### config.mk
export PLATFORM = sky130hd
export DESIGN_NAME = tone_decoder
export DESIGN_NICKNAME = d
export VERILOG_FILES = /design/src/rtl/tone_decoder_pkg.sv /design/src/rtl/tone_band_counter.sv /design/src/rtl/tone_decoder.sv
export SDC_FILE = /design/constraint.sdc
export NUM_CORES = 1
export LEC_CHECK = 0
export BUFFER_PORTS_ARGS = -buffer_cell sky130_fd_sc_hd__buf_4
export CAP_MARGIN = 10
export CORE_UTILIZATION = 60
export CTS_BUF_LIST = sky130_fd_sc_hd__clkbuf_4 sky130_fd_sc_hd__clkbuf_8 sky130_fd_sc_hd__clkbuf_16
export DETAILED_ROUTE_END_ITERATION = 8
export GPL_ROUTABILITY_DRIVEN = 0
export PLACE_DENSITY = 0.77
export SYNTH_ARGS = -nofsm -noshare
export SYNTH_HDL_FRONTEND = slang
export SYNTH_SLANG_ARGS = --single-unit
### constraint.sdc
create_clock -name clk -period 5.1 [get_ports clk]
set_input_delay 1.02 -clock clk [delete_from_list [all_inputs] [get_ports clk]]
set_output_delay 1.02 -clock clk [all_outputs]
set_load 0.1 [all_outputs]
### src/rtl/tone_decoder_pkg.sv
// Shared definitions for the tone decoder: direction codes, FSM states and band indices.
// Direction codes are the ones the drive state machine expects on tdDir.
package tone_decoder_pkg;

  localparam logic [1:0] DIR_STRAIGHT = 2'b00;
  localparam logic [1:0] DIR_LEFT     = 2'b01;
  localparam logic [1:0] DIR_RIGHT    = 2'b10;
  localparam logic [1:0] DIR_BACK     = 2'b11;

  typedef enum logic [1:0] {
    IDLE    = 2'd0,
    CONFIRM = 2'd1,
    VALID   = 2'd2,
    REARM   = 2'd3
  } state_t;

  localparam int         NUM_BANDS = 5;
  localparam logic [2:0] BAND_1    = 3'd0;
  localparam logic [2:0] BAND_2    = 3'd1;
  localparam logic [2:0] BAND_3    = 3'd2;
  localparam logic [2:0] BAND_4    = 3'd3;
  localparam logic [2:0] BAND_5    = 3'd4;

  // Band 5 is the stop tone and carries no direction, so it reports STRAIGHT.
  function automatic logic [1:0] band_dir(input logic [2:0] band);
    case (band)
      BAND_1:  band_dir = DIR_STRAIGHT;
      BAND_2:  band_dir = DIR_LEFT;
      BAND_3:  band_dir = DIR_RIGHT;
      BAND_4:  band_dir = DIR_BACK;
      default: band_dir = DIR_STRAIGHT;
    endcase
  endfunction

endpackage

### src/rtl/tone_band_counter.sv
// One band channel: 2-flop synchronizer, rising-edge detect, saturating edge counter
// and a present flag judged against the MIN/MAX edge limits.
module tone_band_counter #(
  parameter int MIN_EDGES = 5,
  parameter int MAX_EDGES = 200
) (
  input  logic clk,
  input  logic rst,
  input  logic bp,
  input  logic clear,
  output logic present
);

  localparam int EW = $clog2(MAX_EDGES + 2);

  logic          sync1;
  logic          sync2;
  logic          sync_prev;
  logic          edge_det;
  logic [EW-1:0] count;
  logic [EW-1:0] count_next;

  always_ff @(posedge clk or posedge rst) begin
    if (rst) begin
      sync1     <= 1'b0;
      sync2     <= 1'b0;
      sync_prev <= 1'b0;
    end else begin
      sync1     <= bp;
      sync2     <= sync1;
      sync_prev <= sync2;
    end
  end

  assign edge_det = sync2 & ~sync_prev;

  // count_next folds in this cycle's edge so the window judgement sees it.
  always_comb begin
    count_next = count;
    if (edge_det && (count != EW'(MAX_EDGES + 1))) begin
      count_next = count + 1'b1;
    end
  end

  always_ff @(posedge clk or posedge rst) begin
    if (rst) begin
      count <= '0;
    end else if (clear) begin
      count <= '0;
    end else begin
      count <= count_next;
    end
  end

  assign present = (count_next >= EW'(MIN_EDGES)) && (count_next <= EW'(MAX_EDGES));

endmodule

### src/rtl/tone_decoder.sv
// Turns five band-pass comparator outputs into a confirmed junction command
// (tdEn/tdDir or tdStop) held until the drive state machine pulses tdAck.
module tone_decoder
  import tone_decoder_pkg::*;
#(
  parameter int GATE_CYCLES     = 500_000,
  parameter int MIN_EDGES       = 5,
  parameter int MAX_EDGES       = 200,
  parameter int CONFIRM_WINDOWS = 3
) (
  input  logic       clk,
  input  logic       rst,
  input  logic       bp1,
  input  logic       bp2,
  input  logic       bp3,
  input  logic       bp4,
  input  logic       bp5,
  input  logic       tdAck,
  output logic       tdEn,
  output logic [1:0] tdDir,
  output logic       tdStop,
  output state_t     dbg_state
);

  localparam int GW = $clog2(GATE_CYCLES);
  localparam int CW = $clog2(CONFIRM_WINDOWS + 1);

  logic [NUM_BANDS-1:0] bp_vec;
  logic [NUM_BANDS-1:0] present;
  logic [GW-1:0]        gate;
  logic                 eval;
  logic [2:0]           n_present;
  logic [2:0]           win_band;
  logic                 win_valid;

  state_t               state;
  logic [2:0]           cand;
  logic [CW-1:0]        confirm_cnt;
  logic                 rearm_armed;

  assign bp_vec = {bp5, bp4, bp3, bp2, bp1};

  for (genvar g = 0; g < NUM_BANDS; g++) begin : g_band
    tone_band_counter #(
      .MIN_EDGES (MIN_EDGES),
      .MAX_EDGES (MAX_EDGES)
    ) u_band (
      .clk     (clk),
      .rst     (rst),
      .bp      (bp_vec[g]),
      .clear   (eval),
      .present (present[g])
    );
  end

  always_ff @(posedge clk or posedge rst) begin
    if (rst) begin
      gate <= '0;
    end else if (eval) begin
      gate <= '0;
    end else begin
      gate <= gate + 1'b1;
    end
  end

  assign eval = (gate == GW'(GATE_CYCLES - 1));

  // Exactly one present band is a candidate; zero or several count as no tone.
  always_comb begin
    n_present = '0;
    win_band  = BAND_1;
    for (int i = 0; i < NUM_BANDS; i++) begin
      if (present[i]) begin
        n_present = n_present + 1'b1;
        win_band  = 3'(i);
      end
    end
  end

  assign win_valid = (n_present == 3'd1);

  // rearm_armed records that a window boundary has passed inside REARM, so the
  // NONE result that releases it always comes from a complete window.
  always_ff @(posedge clk or posedge rst) begin
    if (rst) begin
      state       <= IDLE;
      cand        <= BAND_1;
      confirm_cnt <= '0;
      rearm_armed <= 1'b0;
      tdEn        <= 1'b0;
      tdDir       <= DIR_STRAIGHT;
      tdStop      <= 1'b0;
    end else begin
      case (state)
        IDLE: begin
          if (eval && win_valid) begin
            cand        <= win_band;
            confirm_cnt <= CW'(1);
            if (CONFIRM_WINDOWS == 1) begin
              state  <= VALID;
              tdEn   <= (win_band != BAND_5);
              tdStop <= (win_band == BAND_5);
              tdDir  <= band_dir(win_band);
            end else begin
              state <= CONFIRM;
            end
          end
        end
        CONFIRM: begin
          if (eval) begin
            if (!win_valid) begin
              state       <= IDLE;
              confirm_cnt <= '0;
            end else if (win_band != cand) begin
              cand        <= win_band;
              confirm_cnt <= CW'(1);
            end else if ((confirm_cnt + 1'b1) >= CW'(CONFIRM_WINDOWS)) begin
              state       <= VALID;
              confirm_cnt <= '0;
              tdEn        <= (win_band != BAND_5);
              tdStop      <= (win_band == BAND_5);
              tdDir       <= band_dir(win_band);
            end else begin
              confirm_cnt <= confirm_cnt + 1'b1;
            end
          end
        end
        VALID: begin
          if (tdAck) begin
            state       <= REARM;
            rearm_armed <= eval;
            tdEn        <= 1'b0;
            tdStop      <= 1'b0;
            tdDir       <= DIR_STRAIGHT;
          end
        end
        REARM: begin
          if (eval) begin
            rearm_armed <= 1'b1;
            if (rearm_armed && !win_valid) begin
              state       <= IDLE;
              rearm_armed <= 1'b0;
            end
          end
        end
        default: state <= IDLE;
      endcase
    end
  end

  assign dbg_state = state;

endmodule

# ---- After elaboration in Yosys (flattened, before gate mapping)
# Cells that the tools add are included.
# W data, S select, Z words.
dict set report classes {
  add_sub_neg 11
  multipliers 0
  n_div 0
  magnitude_cmp 11
  n_eq_ne 27
  n_shift 0
  muxes 61
  bitwise_logic 10
  n_reduce_logical 22
}
# op n
set ops {}
lappend ops {{$mux W8} 10}
lappend ops {{$add A8 B1 Y8 const B} 5}
lappend ops {{$ge A8 B3 Y1 const B} 5}
lappend ops {{$le A8 B8 Y1 const B} 5}
lappend ops {{$ne A8 B8 Y1 const B} 5}
lappend ops {{$mux W2} 17}
lappend ops {{$mux W3} 11}
lappend ops {{$add A19 B1 Y19 const B} 1}
lappend ops {{$eq A19 B19 Y1 const B} 1}
lappend ops {{$mux W19} 1}
lappend ops {{$ne A2 B2 Y1 const B} 9}
lappend ops {{$mux W1} 14}
lappend ops {{$add A3 B1 Y3 const B} 4}
lappend ops {{$logic_and A1 B1 Y1} 12}
lappend ops {{$ne A3 B3 Y1 const B} 3}
lappend ops {{$pmux W2 S2} 2}
lappend ops {{$pmux W2 S4} 1}
lappend ops {{$reduce_and A7 Y1} 1}
lappend ops {{$eq A3 B1 Y1 const B} 2}
lappend ops {{$eq A3 B2 Y1 const B} 2}
lappend ops {{$pmux W1 S2} 3}
lappend ops {{$pmux W2 S3} 1}
lappend ops {{$pmux W3 S2} 1}
lappend ops {{$reduce_and A3 Y1} 2}
lappend ops {{other kinds (13)} 24}
dict set report word_totals {
  register_bits 86
  latchBits 0
  ramBits 0
  rom_bits 0
  output_inout_bits 6
  wordCells 170
  n_memories 0
}

# ---- Depth between registers and ports, before layout
# Gate-level depths: netlist of the first run.
dict set report depth {
  depth_word 21
  ltp_mapped 23
  mapped_depth_nobuf 23
}

# ---- By module
# A second synthesis of the first run with hierarchy kept.
dict set report hier_totals {
  hier_cells 578
  area_unflattened_um2 5577.8
}
# module instances cells_per_inst area_per_inst_um2
set modules_own_cells {}
lappend modules_own_cells {tone_band_counter 5 79 748.2}
lappend modules_own_cells {tone_decoder 1 183 1836.8}

# ---- Worst setup path before layout of the first run
# No wires, ideal clock.
dict set report synth_path {
  kind {register to register}
  startpoint {register g_band[0].u_band.count[1]}
  endpoint {register cand[0]}
  arrival_ns 4.412
  t_required_ns 4.975
  slack_ns 0.563
  stages_incl_launch_ff 22
  synth_period_minus_slack_ns 4.537
  path_cell_list {dfrtp_1 > inv_1 > ha_1 > nor4bb_1 > nand4b_1 > and2_1 > nand4_1 > xor2_1 > o21ai_0 > nor3_1 > nand2_1 > o21ai_0 > ha_1 > xnor2_1 > ha_1 > or2b_1 > o21a_1 > ha_1 > xor3_1 > a32oi_1 > a211oi_2 > mux2_2}
}
dict set report synth_via {
  elab_chain_len 18
  word_cells_on_any_way 21
  cone_classes {5 x add/sub; 2 x order compare; 4 x eq/ne; 6 x mux; 4 x reduce/logical}
}
# element line
set synth_lines {}
lappend synth_lines {{start: declaration} tone_band_counter.sv:20} ;# logic [EW-1:0] count;
lappend synth_lines {{start signal: assignment} tone_band_counter.sv:51} ;# count <= count_next;
lappend synth_lines {{branches (longest 2 deep; another with $add A8 B1 Y8)} -}
lappend synth_lines {{$mux W8 (*)} tone_band_counter.sv:40} ;# if (edge_det && (count != EW'(MAX_EDGES + 1))) begin
lappend synth_lines {{$ge A8 B3 Y1 or $le A8 B8 Y1 (tied branches)} tone_band_counter.sv:55} ;# assign present = (count_next >= EW'(MIN_EDGES)) && (count_next <= EW'(MAX_EDGES));
lappend synth_lines {{$logic_and A1 B1 Y1 (*)} tone_band_counter.sv:55}
lappend synth_lines {{$mux W1 (*)} tone_decoder.sv:73} ;# if (present[i]) begin
lappend synth_lines {{$add A3 B1 Y3} tone_decoder.sv:74} ;# n_present = n_present + 1'b1;
lappend synth_lines {{$mux W3 (*)} tone_decoder.sv:73}
lappend synth_lines {{$add A3 B1 Y3} tone_decoder.sv:74}
lappend synth_lines {{$mux W3 (*)} tone_decoder.sv:73}
lappend synth_lines {{$add A3 B1 Y3} tone_decoder.sv:74}
lappend synth_lines {{$mux W3 (*)} tone_decoder.sv:73}
lappend synth_lines {{$add A3 B1 Y3} tone_decoder.sv:74}
lappend synth_lines {{$mux W3 (*)} tone_decoder.sv:73}
lappend synth_lines {{$eq A3 B1 Y1 (*)} tone_decoder.sv:80} ;# assign win_valid = (n_present == 3'd1);
lappend synth_lines {{$logic_and A1 B1 Y1} tone_decoder.sv:96} ;# if (eval && win_valid) begin
lappend synth_lines {{$ne A2 B2 Y1 (no line)} -}
lappend synth_lines {{$reduce_and A5 Y1 (no line) (*)} -}
lappend synth_lines {{end signal: assignment} tone_decoder.sv:97} ;# cand <= win_band;
lappend synth_lines {{end signal: assignment} tone_decoder.sv:115} ;# cand <= win_band;
lappend synth_lines {{end: declaration} tone_decoder.sv:37} ;# logic [2:0] cand;
# Mark *: on every way between the ends.
# A chain may end at the register's enable or synchronous reset.

# ---- Final worst setup path of the first run
dict set report layout_path {
  startpoint {register g_band[0].u_band.count[0]}
  endpoint {register cand[0]}
}
# The elaborated chain is that of the path after synthesis.

==> results.cfg, run 1 <==
[outcome]
status = completed

[routing]
drtPass1Iterations = 4
drtAntennaViolNets = 0
via_count = 3771
routed_via_density = 5.95
routed_wl_mm = 9.48
drc = 0
wire_per_inst_um = 15.0
dr.first_iter.drc_count = 218

[synthesis]
synth_nets = 537
avgSynthCellArea_um2 = 9.69
synth_flop_cell = dfrtp_1
synth.distinct_cells = 71
synth_edf_count = 0
ys_seq_elements = 86
synth_largest_area_cell = dfrtp_1
synthCells = 514
yosysSeqAreaShare_pct = 43.2
synth.yosys.warnings = 0
synth_top_area_share_pct = 43.2
async_reset_ff_share_pct = 100
syn_area_um2 = 4980
synthTopCellsByArea = dfrtp_1 43%, nor2_1 5.1%, xnor2_1 4.2%, xor2_1 4.2%, ha_1 3.8%

[clock_network]
hold_buffers = 0
insertion_delay_ns = 0.35
cts_made_buffers = 9
cts.sinks = 86
tritoncts = yes
cts.clk_slew.worst_paths_ns = 0.08
htree_levels = 3
root_buffer = clkbuf_8
cts_buffer_depth = 2

[critical_path]
cp_common_cell = ha_1
critPathMaxStageDelay_ns = 0.44
critPathMaxFanout = 5
crit_type = register to register
critPathLaunch = g_band[0].u_band.count[0]
rrSetupSlack_ns = 0.27
cp_top_family = simple AND/OR/NAND/NOR gates
crit_path_top_delay_cell = dfrtp_2
cp_cell_sequence = ha_1 -> nor4bb_1 -> nand4b_1 -> and2_1 -> nand4_1 -> xor2_1 -> a31oi_1 -> nor2_1 -> o21ai_0 -> ha_1 -> xnor2_2 -> ha_1 -> or2b_1 -> o21a_1 -> ha_1 -> xor3_1 -> a32oi_1 -> a211oi_2 -> mux2_2
worst_setup_path_start_kind = register
endpoint_kind = register
r2r-start = g_band[0].u_band.count[0]
crit_buf_inv = 0
crit_required_ns = 5.33
worst_ep_arrival_time_ns = 5.06

[min_path]
hp-class = register to register
worstHoldStart = g_band[1].u_band.sync1

[power]
power_density_nw_per_um2 = 528
ir_worst_vdd_v = 0.000424
leakagePower_nw = 2.40

[global_route]
grt_pass1_vias = 3691
grt_use_total_pct = 24.2
grt_pass1_wl_mm = 16.6
grt-ovfl-total = 0
grt_max_degree = 45
antenna_found_initial = 0

[flow_run]
max_cap_violations = 0

[floorplan]
die_area_um2 = 8670
coreArea_um2 = 7890
die_x_um = 93.1
initial_core_util_pct = 63.1
die_y_um = 93.1
num_io_pins = 14
rows = 32

[sta]
tightest_slew_ns = 0.877
drv_slew = 0
fin_crit_sh_pct = 94.8
setup_viol = 0
period_needed_ns = 4.83
hold_viol = 0
skew_ns = 0.0120
finalSetupTns_ns = 0
max-slew-margin-rel_pct = 41.3
rsz0062_at_grt = no
clock.fmax_mhz = 207

[finish]
layout-drive-gt1-share_pct = 12.0
utilization_pct = 68.3
fin_nets = 550
area_growth_pct = 8.22
instances_no_fill = 634
diodes = 0

[placement]
post-dp-hpwl_mm = 6.76
io_buffers = 13
dp.cells = 617
==> metrics by stage <==
step                      setup WS, ns  total power (W)  hold slack, ns  area, um2
after floorplan                  0.563          0.00204           0.331       4980
after global placement           0.354          0.00223           0.333       5170
after detailed placement         0.163          0.00231           0.336       5170
after CTS                        0.127          0.00279           0.356       5370
after global routing           0.00952          0.00307           0.361       5390
final                            0.266          0.00284           0.355       5390
==> worst register-to-register path: cells and delay by family (launching register included) <==
kind	cells	cell delay [ns]
XOR/XNOR	3	0.80
flip-flops	1	0.44
AND/OR/NAND/NOR	6	1.05
adder cells (fa/ha/maj)	4	1.01
multiplexers	1	0.38
AO/OA/AOI/OAI	5	1.04
==> metal layers <==
metal  up-vias  track usage (%)  share of wire, %
li1       1865                -                 -
met1      1819             31.5                47
met2        60             39.4                48
met3        27             3.66               2.2
met4         0             11.9               2.6
met5         -                0                 0
==> path summary, 6_finish.rpt <==
| kind | to | cells after the start |
|---|---|---|
| worst max-delay path | cand[0] | 19 |
| max in group asynchronous | g_band[0].u_band.count[0] | 3 |
| worst min-delay path | g_band[1].u_band.sync2 | 0 |
| min in group asynchronous | g_band[2].u_band.count[5] | 2 |
| worst max register to register | cand[0] | 19 |
| worst min register to register | g_band[1].u_band.sync2 | 0 |
==> state kept, by name (all words and copies together), names as in the netlist, named ones only <==
signal                   cells
g_band.u_band.sync1          5
g_band.u_band.count         40
g_band.u_band.sync_prev      5
gate                        19
dbg_state                    1
g_band.u_band.sync2          5
rearm_armed                  1
tdEn                         1
confirm_cnt                  2
tdDir                        2
tdStop                       1
cand                         3
==> where the power goes <==
| group | internal [W] | leakage [nW] | switching [W] | total (W) |
|---|---|---|---|---|
| clock network | 0.000242 | 0.101 | 0.000232 | 0.000473 |
| registers | 0.000791 | 1.09 | 0.000185 | 0.000976 |
| logic | 0.000637 | 1.21 | 0.000758 | 0.00139 |
| total | 0.00167 | 2.40 | 0.00117 | 0.00284 |
==> cell usage after synthesis, types with 3 or more instances <==
master and n:
a211oi_1 6, a21o_1 6, a21oi_1 17, a31oi_1 4, a32oi_1 3, and2_1 10
and3_1 10, and3b_1 3, and4_1 3, and4b_1 3, buf_2 3, clkbuf_1 10
dfrtp_1 86, ha_1 15, inv_1 19, mux2_2 6, mux2i_1 5, nand2_1 39
nand2b_1 5, nand3_1 18, nand3b_1 7, nand4_1 17, nand4b_1 6, nor2_1 67
nor2b_1 9, nor3_1 10, nor4bb_1 3, o211ai_1 3, o21a_1 5, o21ai_0 11
o22ai_1 3, or2_2 4, or3_1 6, or4_1 3, xnor2_1 24, xor2_1 24
==> cells in the final DEF (no fill, tap or decap), types with 7 or more instances in the layout <==
master / n
xor2_1: 23
dfrtp_1: 85
nand2_1: 39
clkbuf_8: 9
nor2b_1: 9
ha_1: 15
nand3b_1: 7
buf_4: 16
nor2_1: 66
nor3_1: 10
inv_1: 18
xnor2_1: 23
a21oi_1: 17
nand3_1: 18
and2_1: 10
and3_1: 10
nand4_1: 17
o21ai_0: 10
==> final cells by class <==
class | instances | area (um2)
clock inverters | 4 | 47.5
repair buffers | 16 | 120
multi-input cells | 395 | 2720
inverters | 19 | 72.6
well taps | 102 | 128
clock buffers | 12 | 146
fillers | 584 | 2500
flip-flops and latches | 86 | 2150
==> repair_timing <==
action | CTS | global route
gates resized for setup | 0 | 4
endpoints found under the hold margin | 0 | 0
setup endpoints to repair | 0 | 10
buffers inserted | 0 | 1
==> kinds of logic after synthesis <==
family | share of synthesized area [%]
flip-flops | 43.2
adder cells (fa/ha/maj) | 3.77
AO/OA/AOI/OAI | 13.1
AND/OR/NAND/NOR | 26.1
buffers and inverters | 2.59
multiplexers | 2.36
XOR/XNOR | 8.92
Note: power is estimated with default switching activity, not from simulation.
==> run 2, diff against run 1 <==
- CORE_UTILIZATION: 60 -> 40
- PLACE_DENSITY: 0.77 -> 0.55
==> run 2 against run 1 <==
Compared with the run above:
- power up 5.0%
- cell count up 11%
- worst setup slack better by 0.044 ns
- non-clock buffer count up 5
- critical path type unchanged
==> results.cfg, run 2 (synthesis results as in run 1) <==
[power]
power_density_nw_per_um2 = 535
power.total_w = 0.00299
ir_worst_vdd_v = 0.000373
switching_share_pct = 39.8
switchingPower_w = 0.00119
combPwrFrac_pct = 47.1
clkPwrFrac_pct = 20.4
p_seq_share_pct = 32.5
leakagePower_nw = 2.46
p_int_w = 0.00180

[routing]
drtAntennaViolNets = 0
wire_per_inst_um = 13.5
routed_wl_mm = 9.50
routed_via_density = 5.30
via_count = 3729
dr.first_iter.drc_count = 202
drc = 0
drtPass1Iterations = 4

[floorplan]
rows = 40
initial_core_util_pct = 41.3
die_x_um = 114
coreArea_um2 = 12100
die_y_um = 114
num_io_pins = 14
die_area_um2 = 12900

[global_route]
grt_pass1_vias = 3542
grt_max_degree = 51
grt_use_total_pct = 16.1
grt_pass1_wl_mm = 16.7
antenna_found_initial = 0
grt-ovfl-total = 0

[finish]
fin_nets = 555
final_cell_area_um2 = 5590
layout_common_cells = 85 x dfrtp_1, 66 x nor2_1, 39 x nand2_1, 24 x xor2_1, 23 x xnor2_1
layout-drive-gt1-share_pct = 12.7
final_common_cell = dfrtp_1
reg.largest.list = g_band.u_band.count (40), gate (19)
largest-register = g_band.u_band.count
largest_register_ffs = 40
instances_no_fill = 704
diodes = 0
area_growth_pct = 12.2

[sta]
fin_crit_sh_pct = 93.9
clock.fmax_mhz = 209
hold_viol = 0
setup_viol = 0
hold_ws_ns = 0.348
skew_ns = 0.00578
max-slew-margin-rel_pct = 31.7
period_needed_ns = 4.79
tightest_slew_ns = 1.02
timing.final.ws_setup_ns = 0.310
drv_slew = 0

[clock_network]
cts_made_buffers = 9
htree_levels = 3
cts_buffer_depth = 2
cts.sinks = 86
tritoncts = yes
root_buffer = clkbuf_16
insertion_delay_ns = 0.34
cts.clk_slew.worst_paths_ns = 0.06

[critical_path]
worst_ep_arrival_time_ns = 5.01
endpoint_kind = register
crit_required_ns = 5.32
r2r-end = tdDir[1]
rrSetupSlack_ns = 0.31
critPathMaxFanout = 7
timing.reg2reg.worst_path_depth = 21
worst_setup_path_start_kind = register
r2r-start = g_band[0].u_band.count[1]
crit_type = register to register

[flow_run]
max_cap_violations = 0

[min_path]
hold_path_end = g_band[0].u_band.sync2
min_path_cells = 0
worstHoldStart = g_band[0].u_band.sync1
hp-class = register to register

[placement]
post-dp-hpwl_mm = 6.66
io_buffers = 13
dp.cells = 684
dp_worst_setup_slack_ns = 0.124
dpl_cell_area_um2 = 5260

[outcome]
status = completed
==> run 2: cell types whose count changed in the layout (fill, tap and decap cells not counted), sizes merged <==
cell    delta
buf        +5
bufinv     -1
clkbuf     -1
clkinv     +1
==> run 2: critical path: stages, from the launching register on <==
cell and delay [ns]:
dfrtp_1 0.40, inv_1 0.06, ha_1 0.12, nor4bb_1 0.22, nand4b_1 0.19, and2_4 0.22, nand4_1 0.19, xor2_1 0.23
o21ai_0 0.12, nor3_1 0.18, nand2_1 0.07, o21ai_0 0.11, ha_1 0.33, xnor2_2 0.22, ha_1 0.27, or2b_1 0.25
o21a_1 0.12, ha_1 0.17, xor3_1 0.37, a32o_2 0.35, nand4_4 0.14, mux2_2 0.34
==> run 2: metrics by stage <==
| step | TNS [ns] | utilization, % |
|---|---|---|
| final | 0 | 46.3 |
| after global routing | -0.254 | 46.3 |
| after CTS | 0 | 45.9 |
| after detailed placement | 0 | 43.6 |
| after global placement | 0 | 43.6 |
| after floorplan | 0 | - |
==> run 2: cell type report <==
| cell class | count | area, um2 |
|---|---|---|
| Fill cell | 1136 | 6480 |
| Multi-Input combinational cell | 395 | 2720 |
| Sequential cell | 86 | 2150 |
| Clock buffer | 11 | 253 |
| Tap cell | 168 | 210 |
| Timing Repair Buffer | 21 | 158 |
| Inverter | 19 | 72.6 |
| Clock inverter | 4 | 22.5 |
==> run 2: layer usage <==
| layer | global-route usage, % | up-vias | share of wire (%) |
|---|---|---|---|
| met1 | 20.1 | 1818 | 48 |
| met2 | 27.2 | 28 | 48 |
| li1 | - | 1875 | - |
| met5 | 0 | - | 0 |
| met4 | 4.56 | 0 | 1.1 |
| met3 | 4.62 | 8 | 2.7 |
==> run 2: worst max-delay path by stage <==
stage	from	endpoint	slack, ns	depth (start not counted)
2_1_floorplan	g_band[0].u_band.count[1]	cand[0]	0.56	21
3_3_place_gp	g_band[0].u_band.count[0]	cand[2]	0.30	19
3_5_place_dp	g_band[0].u_band.count[0]	cand[1]	0.12	20
4_1_cts	g_band[0].u_band.count[0]	cand[1]	0.10	20
5_1_grt	g_band[0].u_band.count[1]	cand[2]	-0.07	21
6_report	g_band[0].u_band.count[1]	tdDir[1]	0.31	21
==> run 2: timing repair <==
item                                    CTS  global route
endpoints found under the setup margin    0            12
gates resized for setup                   0             3
hold endpoints to repair                  0             0
setup buffers                             0             5
hold buffers                              0             0
==> run 2: power by group through the flow <==
stage          Sequential [W]  Clock (W)  Combinational (W)
4_1_cts              0.000968   0.000636            0.00134
6_report             0.000970   0.000610            0.00141
5_1_grt              0.000996   0.000659            0.00160
3_3_place_gp         0.000974          0            0.00130
2_1_floorplan        0.000927          0            0.00111
3_5_place_dp         0.000978          0            0.00134
